### config.mk
export PLATFORM = sky130hd
export DESIGN_NAME = wash_program_sequencer
export DESIGN_NICKNAME = d
export VERILOG_FILES = /design/src/rtl/wash_program_sequencer.sv
export SDC_FILE = /design/constraint.sdc
export NUM_CORES = 1
export LEC_CHECK = 0
export BUFFER_PORTS_ARGS = -buffer_cell sky130_fd_sc_hd__buf_4
export CORE_MARGIN = 2
export CORE_UTILIZATION = 33
export DETAILED_ROUTE_END_ITERATION = 6
export SYNTH_ARGS = -nofsm -noshare
export SYNTH_HDL_FRONTEND = slang
export SYNTH_SLANG_ARGS = --single-unit
export TNS_END_PERCENT = 30
### constraint.sdc
create_clock -name clk -period 4.5 [get_ports clk]
set_clock_uncertainty 0.2 [all_clocks]
set_input_delay 0.45 -clock clk [delete_from_list [all_inputs] [get_ports clk]]
set_output_delay 0.45 -clock clk [all_outputs]
set_load 0.05 [all_outputs]
### src/rtl/wash_program_sequencer.sv
// Washer program sequencer: steps FILL/WASH/RINSE/DRAIN/SPIN on a 1 s tick,
// runs forward/reverse agitation cycles, and handles pause and emergency stop.
module wash_program_sequencer #(
   parameter int unsigned FILL_S    = 60,
   parameter int unsigned DRAIN_S   = 60,
   parameter int unsigned SPIN_S    = 60,
   parameter int unsigned RUN_S     = 60,
   parameter int unsigned PAUSE_S   = 5,
   parameter int unsigned WASH_CYC  = 7,
   parameter int unsigned RINSE_CYC = 15
) (
   input  logic       clk,
   input  logic       rst,
   input  logic       sec_tick,
   input  logic       start,
   input  logic [1:0] mode,
   input  logic       pause,
   input  logic       estop,
   output logic       inlet,
   output logic       drain,
   output logic       dry,
   output logic       zheng,
   output logic       fan,
   output logic       alarm,
   output logic       busy,
   output logic [2:0] phase,
   output logic [3:0] cyc_left
);

   localparam int unsigned SEC_W = 6;
   localparam int unsigned CYC_W = 4;

   localparam logic [2:0] PH_IDLE  = 3'd0;
   localparam logic [2:0] PH_FILL  = 3'd1;
   localparam logic [2:0] PH_WASH  = 3'd2;
   localparam logic [2:0] PH_RINSE = 3'd3;
   localparam logic [2:0] PH_DRAIN = 3'd4;
   localparam logic [2:0] PH_SPIN  = 3'd5;
   localparam logic [2:0] PH_DONE  = 3'd6;
   localparam logic [2:0] PH_ESTOP = 3'd7;

   localparam logic [1:0] ST_STOP1 = 2'd0;
   localparam logic [1:0] ST_FWD   = 2'd1;
   localparam logic [1:0] ST_STOP2 = 2'd2;
   localparam logic [1:0] ST_REV   = 2'd3;

   logic [1:0]       step, step_n;
   logic [1:0]       mode_q, mode_n;
   logic [SEC_W-1:0] sec_cnt, sec_n, dur;
   logic [CYC_W-1:0] cyc_n;
   logic [2:0]       phase_n, next_ph;
   logic             agit, step_end;

   // Step duration and the phase that follows the current one for the latched mode
   always_comb begin
      dur     = SEC_W'(FILL_S);
      next_ph = PH_DONE;
      agit    = (phase == PH_WASH) || (phase == PH_RINSE);
      case (phase)
         PH_FILL:  next_ph = (mode_q == 2'd2) ? PH_WASH : PH_RINSE;
         PH_WASH:  begin
            dur     = (step == ST_FWD || step == ST_REV) ? SEC_W'(RUN_S) : SEC_W'(PAUSE_S);
            next_ph = PH_RINSE;
         end
         PH_RINSE: begin
            dur     = (step == ST_FWD || step == ST_REV) ? SEC_W'(RUN_S) : SEC_W'(PAUSE_S);
            next_ph = PH_DRAIN;
         end
         PH_DRAIN: begin
            dur     = SEC_W'(DRAIN_S);
            next_ph = (mode_q == 2'd1) ? PH_DONE : PH_SPIN;
         end
         PH_SPIN:  dur = SEC_W'(SPIN_S);
         default:  ;
      endcase
      step_end = sec_tick && !pause && (sec_cnt == dur - SEC_W'(1));
   end

   // Next-state logic; estop overrides everything else
   always_comb begin
      phase_n = phase;
      step_n  = step;
      sec_n   = sec_cnt;
      cyc_n   = cyc_left;
      mode_n  = mode_q;
      if (estop) begin
         phase_n = PH_ESTOP;
         step_n  = ST_STOP1;
         sec_n   = '0;
         cyc_n   = '0;
      end else begin
         case (phase)
            PH_IDLE: if (start && mode != 2'd0) begin
               mode_n  = mode;
               phase_n = (mode == 2'd3) ? PH_DRAIN : PH_FILL;
               step_n  = ST_STOP1;
               sec_n   = '0;
            end
            PH_DONE:  if (start) phase_n = PH_IDLE;
            PH_ESTOP: phase_n = PH_IDLE;
            default: if (sec_tick && !pause) begin
               if (!step_end) begin
                  sec_n = sec_cnt + SEC_W'(1);
               end else begin
                  sec_n = '0;
                  if (agit && step != ST_REV) begin
                     step_n = step + 2'd1;
                  end else if (agit && cyc_left != CYC_W'(1)) begin
                     step_n = ST_STOP1;
                     cyc_n  = cyc_left - CYC_W'(1);
                  end else begin
                     phase_n = next_ph;
                     step_n  = ST_STOP1;
                     cyc_n   = (next_ph == PH_WASH)  ? CYC_W'(WASH_CYC)  :
                               (next_ph == PH_RINSE) ? CYC_W'(RINSE_CYC) : '0;
                  end
               end
            end
         endcase
      end
   end

   // State registers plus registered actuator/indicator decodes of the next state
   always_ff @(posedge clk) begin
      if (rst) begin
         phase    <= PH_IDLE;
         step     <= ST_STOP1;
         sec_cnt  <= '0;
         cyc_left <= '0;
         mode_q   <= 2'd0;
         inlet    <= 1'b0;
         drain    <= 1'b0;
         dry      <= 1'b0;
         zheng    <= 1'b0;
         fan      <= 1'b0;
         alarm    <= 1'b0;
         busy     <= 1'b0;
      end else begin
         phase    <= phase_n;
         step     <= step_n;
         sec_cnt  <= sec_n;
         cyc_left <= cyc_n;
         mode_q   <= mode_n;
         inlet    <= !pause && (phase_n == PH_FILL);
         drain    <= !pause && (phase_n == PH_DRAIN || phase_n == PH_SPIN);
         dry      <= !pause && (phase_n == PH_SPIN);
         zheng    <= !pause && (phase_n == PH_WASH || phase_n == PH_RINSE) && (step_n == ST_FWD);
         fan      <= !pause && (phase_n == PH_WASH || phase_n == PH_RINSE) && (step_n == ST_REV);
         alarm    <= (phase_n == PH_DONE) || (phase_n == PH_ESTOP);
         busy     <= (phase_n >= PH_FILL) && (phase_n <= PH_SPIN);
      end
   end

endmodule

## After elaboration in Yosys (flattened, before gate mapping)

Index checks and enable logic that the tools add are counted.

| storage, ports and cells | value |
|---|---|
| bits in registers | 24 |
| bits of input ports | 8 |
| output and inout bits | 14 |

| cells by class | value |
|---|---|
| add/subtract/negate cells | 4 |
| order comparisons | 2 |
| equality and inequality tests | 26 |
| multiplexer cells | 27 |
| bitwise logic cells | 4 |
| reductions and logical operators | 28 |

Operators with widths:

| cell | number |
|---|---|
| 6-bit 2-to-1 mux | 5 |
| 3-bit 2-to-1 mux | 8 |
| 3-bit equality test, second input constant | 7 |
| 3-bit by 2-bit equality test with 1-bit output, second input constant | 6 |
| 1-bit logical AND | 12 |
| 2-bit 2-to-1 mux | 6 |
| 4-bit 2-to-1 mux | 3 |
| 3-bit one-hot mux with 4 select lines | 1 |
| 6-bit one-hot mux with 2 select lines | 1 |
| 3-bit one-hot mux with 3 select lines | 1 |
| 2-bit equality test, second input constant | 4 |
| 6-bit by 1-bit adder with 6-bit output, second input constant | 1 |
| 2-bit by 1-bit equality test with 1-bit output, second input constant | 3 |
| 3-bit by 1-bit equality test with 1-bit output, second input constant | 2 |
| 6-bit equality test | 1 |
| 3-bit AND reduction | 2 |
| 2-bit OR reduction | 3 |
| 6-bit by 1-bit subtractor with 6-bit output, second input constant | 1 |
| 1-bit logical OR | 5 |
| 2-bit != test, second input constant | 2 |
| 4-bit by 1-bit != test with 1-bit output, second input constant | 1 |
| 1-bit inverter | 4 |
| 2-bit one-hot mux with 2 select lines | 1 |
| 4-bit AND reduction | 1 |
| 9 further kinds | 10 |

## Longest topological paths before layout

| depth | value |
|---|---|
| depth after elaboration | 15 |
| gate-level depth with buffers | 8 |
| mapped depth without buffers | 8 |

## Worst setup path before layout

Ideal clock, no wire load.

| path | value |
|---|---|
| path type | flip-flop to flip-flop |
| start | register phase[2] |
| end | register zheng |
| data arrival time | 2.267 ns |
| path slack | 1.944 ns |
| cell stages (with the launch flop) | 8 |
| period minus slack after synthesis | 2.556 ns |
| cells stage by stage | dfxtp_1 > buf_2 > nor4b_1 > or3_1 > a21o_1 > a311oi_4 > nand4b_2 > a311oi_2 |

| on the way | value |
|---|---|
| longest elaborated chain between the ends | 14 |

Ends and longest elaborated chain:

| what | RTL line | RTL |
|---|---|---|
| from (decl) | 26 | `output logic [2:0] phase,` |
| from (signal assigned) | 139 | `phase <= phase_n;` |
| 3-bit by 2-bit equality test with 1-bit output | 58, 59 |  |
| 2-bit OR reduction (no source line) | -- |  |
| 6-bit 2-to-1 mux | -- |  |
| 6-bit by 1-bit subtractor with 6-bit output | 76 | `step_end = sec_tick && !pause && (sec_cnt == dur - SEC_W'(1));` |
| 6-bit equality test | 76 |  |
| 1-bit logical AND | 76 |  |
| 3-bit 2-to-1 mux | 102 | `if (!step_end) begin` |
| 3-bit 2-to-1 mux | 101 | `default: if (sec_tick && !pause) begin` |
| 3-bit one-hot mux with 3 select lines | 92 | `case (phase)` |
| 3-bit 2-to-1 mux | 86 | `if (estop) begin` |
| 3-bit by 2-bit equality test with 1-bit output | 147 | `zheng <= !pause && (phase_n == PH_WASH \|\| phase_n == PH_RINSE) && (step_n == ST_FWD);` |
| 1-bit logical OR | 147 |  |
| 1-bit logical AND | 147 |  |
| 1-bit logical AND (*) | 147 |  |
| to (signal assigned) | 147 |  |
| to (decl) | 22 | `output logic zheng,` |

Every way passes the cells marked *; elsewhere a longest branch is shown, timed or not.
A chain may end at the register's enable or synchronous reset.

## Worst setup path after layout

Ends and elaborated chain as after synthesis.

==> results.toml <==
[pwr]
total_leakage_power_uw = 0.000598
finalPower_uw = 460
netSwitchingFraction_pct = 28.9
p_switching_uw = 133
intPower_uw = 327
ir_worst_vdd_v = 0.000174
power_density_nw_per_um2 = 275
clkPwrFrac_pct = 31.8
seqPwrFrac_pct = 49.7
pwr-share-comb_pct = 18.6

[synth]
synth_edf_count = 0
yosys-top-cells-count = "26 x nor2_1, 24 x dfxtp_1, 12 x nand2_1, 8 x o21ai_0"
async_flop_share_pct = 0
syn_inst = 169
seq_area_frac_synth_pct = 33.8
yosys.area_share.adder_pct = 4.40
synth_area_leaders = "dfxtp_1 34%, nor2_1 6.9%, ha_1 4.4%"
synth_top_family_by_area = "simple AND/OR/NAND/NOR gates"
synth_most_common_cell = "nor2_1"
synth-seq-cells = 24
syn_avg_cell_area_um2 = 8.41
synth.yosys.warnings = 0
syn-cell-area_um2 = 1420
synth_cell_types = 46
yosysTopAreaCell = "dfxtp_1"
synth_compound_area_share_pct = 19.6
synth.area.mux_share_pct = 2.20
synthSimpleGateAreaFrac_pct = 32.7
syn-num-nets = 182
synthFlopType = "dfxtp_1"
synth_xor_xnor_area_share_pct = 3.70
synth_top_area_share_pct = 33.8

[timing]
slew_headroom_pct = 57.0
setup_viol = 0
hold_slack_ns = 0.185
fmax_ghz = 0.375
fin_tns_setup_ns = 0
worstMarginPinSlew_ns = 0.644
hold_viol_final = 0
grt_setup_unrepaired = "no"
period_needed_ns = 2.67
finalCritPeriodShare_pct = 59.3
slew_violations = 0

[clock_tree]
clockBufferDepth = 2
postCtsSetupBuffers = 0
htreeDepth = 1
clkTransAtPathRegs_ns = 0.09
clockRootBuffer = "clkbuf_8"
clk_latency_ns = 0.27
numCtsBuffers = 3
cts.sinks = 24
cts_hold_buf = 0
cts_resized = 0
tritoncts = "built"

[cells_and_area]
area_growth_pct = 17.7
nNetsFinal = 203
diodes = 0
final_layout_size_suffix_gt1_share_pct = 19.6
fill_cells = 438

[setup_path]
startpoint_type = "register"
crit_path_end_kind = "register"
reg2reg_depth = 6
cp.required_ns = 4.48
critPathLaunch = "phase[2]"
reg2reg_from = "phase[2]"
critPathArrivalTime_ns = 2.65
worstSetupPathType = "register to register"
r2r_end = "zheng"
critical_path_peak_fanout = 19
reg2reg_slack_ns = 1.83

[min_path]
hp-class = "input port to register"
min_from = "pause"
worstHoldEndpoint = "drain"
hold_depth = 2

[floorplan]
dieArea_um2 = 4850
die_w_um = 69.6
io_pins = 22
start_util_pct = 34.8
coreArea_um2 = 4090
row_count = 23
die_height_um = 69.6

[global_routing]
grt_pass1_wl_um = 5760
grt_max_degree = 20
overflow = 0
antenna_found_initial = 0
grtUsageTotal_pct = 14.4
grt_pass1_vias = 1158

[routing]
drc = 0
vias = 1253
post_drt_wl_per_cell_um = 13.8
first_iter_violations = 68
vias_per_cell = 5.24
final_antenna_net_count = 0
routed_wl_um = 3300
drt-pass1-iter-count = 4

[outcome]
status = "complete, no violations"

[place]
globalplace.congestion = 0.832
dp_hpwl_um = 2540
portBuffers = 21

[job]
max-cap-violations = 0
-- cells by family after synthesis --
family,count (synthesis)
and+or+nand+nor,83
buffers and inverters,12
AOI/OAI and AO/OA,36
DFF,24
adders and majority gates,5
muxes,3
xor gates and xnor gates,6
-- critical path: stages (launching register included) --
cell      delay [ns]
dfxtp_1         0.74
nor4b_1         0.13
or3_1           0.35
a21o_1          0.25
a311oi_4        0.46
nand4b_2        0.18
a311oi_2        0.27
-- power groups by stage --
| stage | sequential, µW | clock (µW) | combinational (µW) |
|---|---|---|---|
| floorplan | 240 | 0 | 54.3 |
| global placement | 233 | 0 | 86.0 |
| detailed placement | 233 | 0 | 85.5 |
| CTS | 228 | 154 | 85.8 |
| global route | 230 | 165 | 93.8 |
| finish | 229 | 146 | 85.5 |
-- state kept, by name (all words and copies together) (netlist names), 2 cells and up --
signal    count
cyc_left      4
mode_q        2
phase         3
sec_cnt       6
step          2
-- how the worst max path moves through the flow --
stage	endpoint	slack, ns	cells past startpoint
after floorplan	zheng	1.94	7
after global placement	zheng	1.94	6
after detailed placement	zheng	1.90	6
after CTS	zheng	1.86	6
after global routing	zheng	1.68	6
final	zheng	1.83	6
-- layout by cell type (no fill, tap or decap), types with 3 or more instances in the layout --
master / instances
or3_1: 5
nor2b_1: 4
a31oi_1: 3
nor2_1: 26
nor3_1: 6
a21oi_1: 7
inv_1: 7
o21ai_0: 8
a22oi_1: 3
ha_1: 5
buf_4: 21
dfxtp_1: 24
clkbuf_8: 4
xnor2_1: 5
nand3b_1: 3
nand2b_1: 3
nand2_1: 12
nand3_1: 6
nor3b_1: 4
nor4b_1: 4
-- cell type report --
| class | count | area [µm²] | area share [%] |
|---|---|---|---|
| Multi-Input combinational cell | 133 | 891 | 53.3 |
| Sequential cell | 24 | 480 | 28.7 |
| Timing Repair Buffer | 21 | 158 | 9.42 |
| Tap cell | 50 | 62.6 | 3.74 |
| Clock buffer | 4 | 55.1 | 3.29 |
| Inverter | 7 | 26.3 | 1.57 |
-- routing by layer --
metal	up-vias	track usage, %	wire, µm
met3	4	3.20	138
met1	575	20.1	1590
met4	0	2.56	25
li1	651	-	-
met2	23	23.1	1550
met5	-	0	0
-- metrics by stage --
stage,setup WS (ns),area [µm²],cells,util [%]
2_1_floorplan,1.94,1420,169,-
3_3_place_gp,1.94,1620,235,39.6
3_5_place_dp,1.90,1620,235,39.6
4_1_cts,1.86,1670,239,40.9
5_1_grt,1.68,1670,239,40.9
6_report,1.83,1670,239,40.9
No activity file was read; power rests on OpenSTA's default activity.
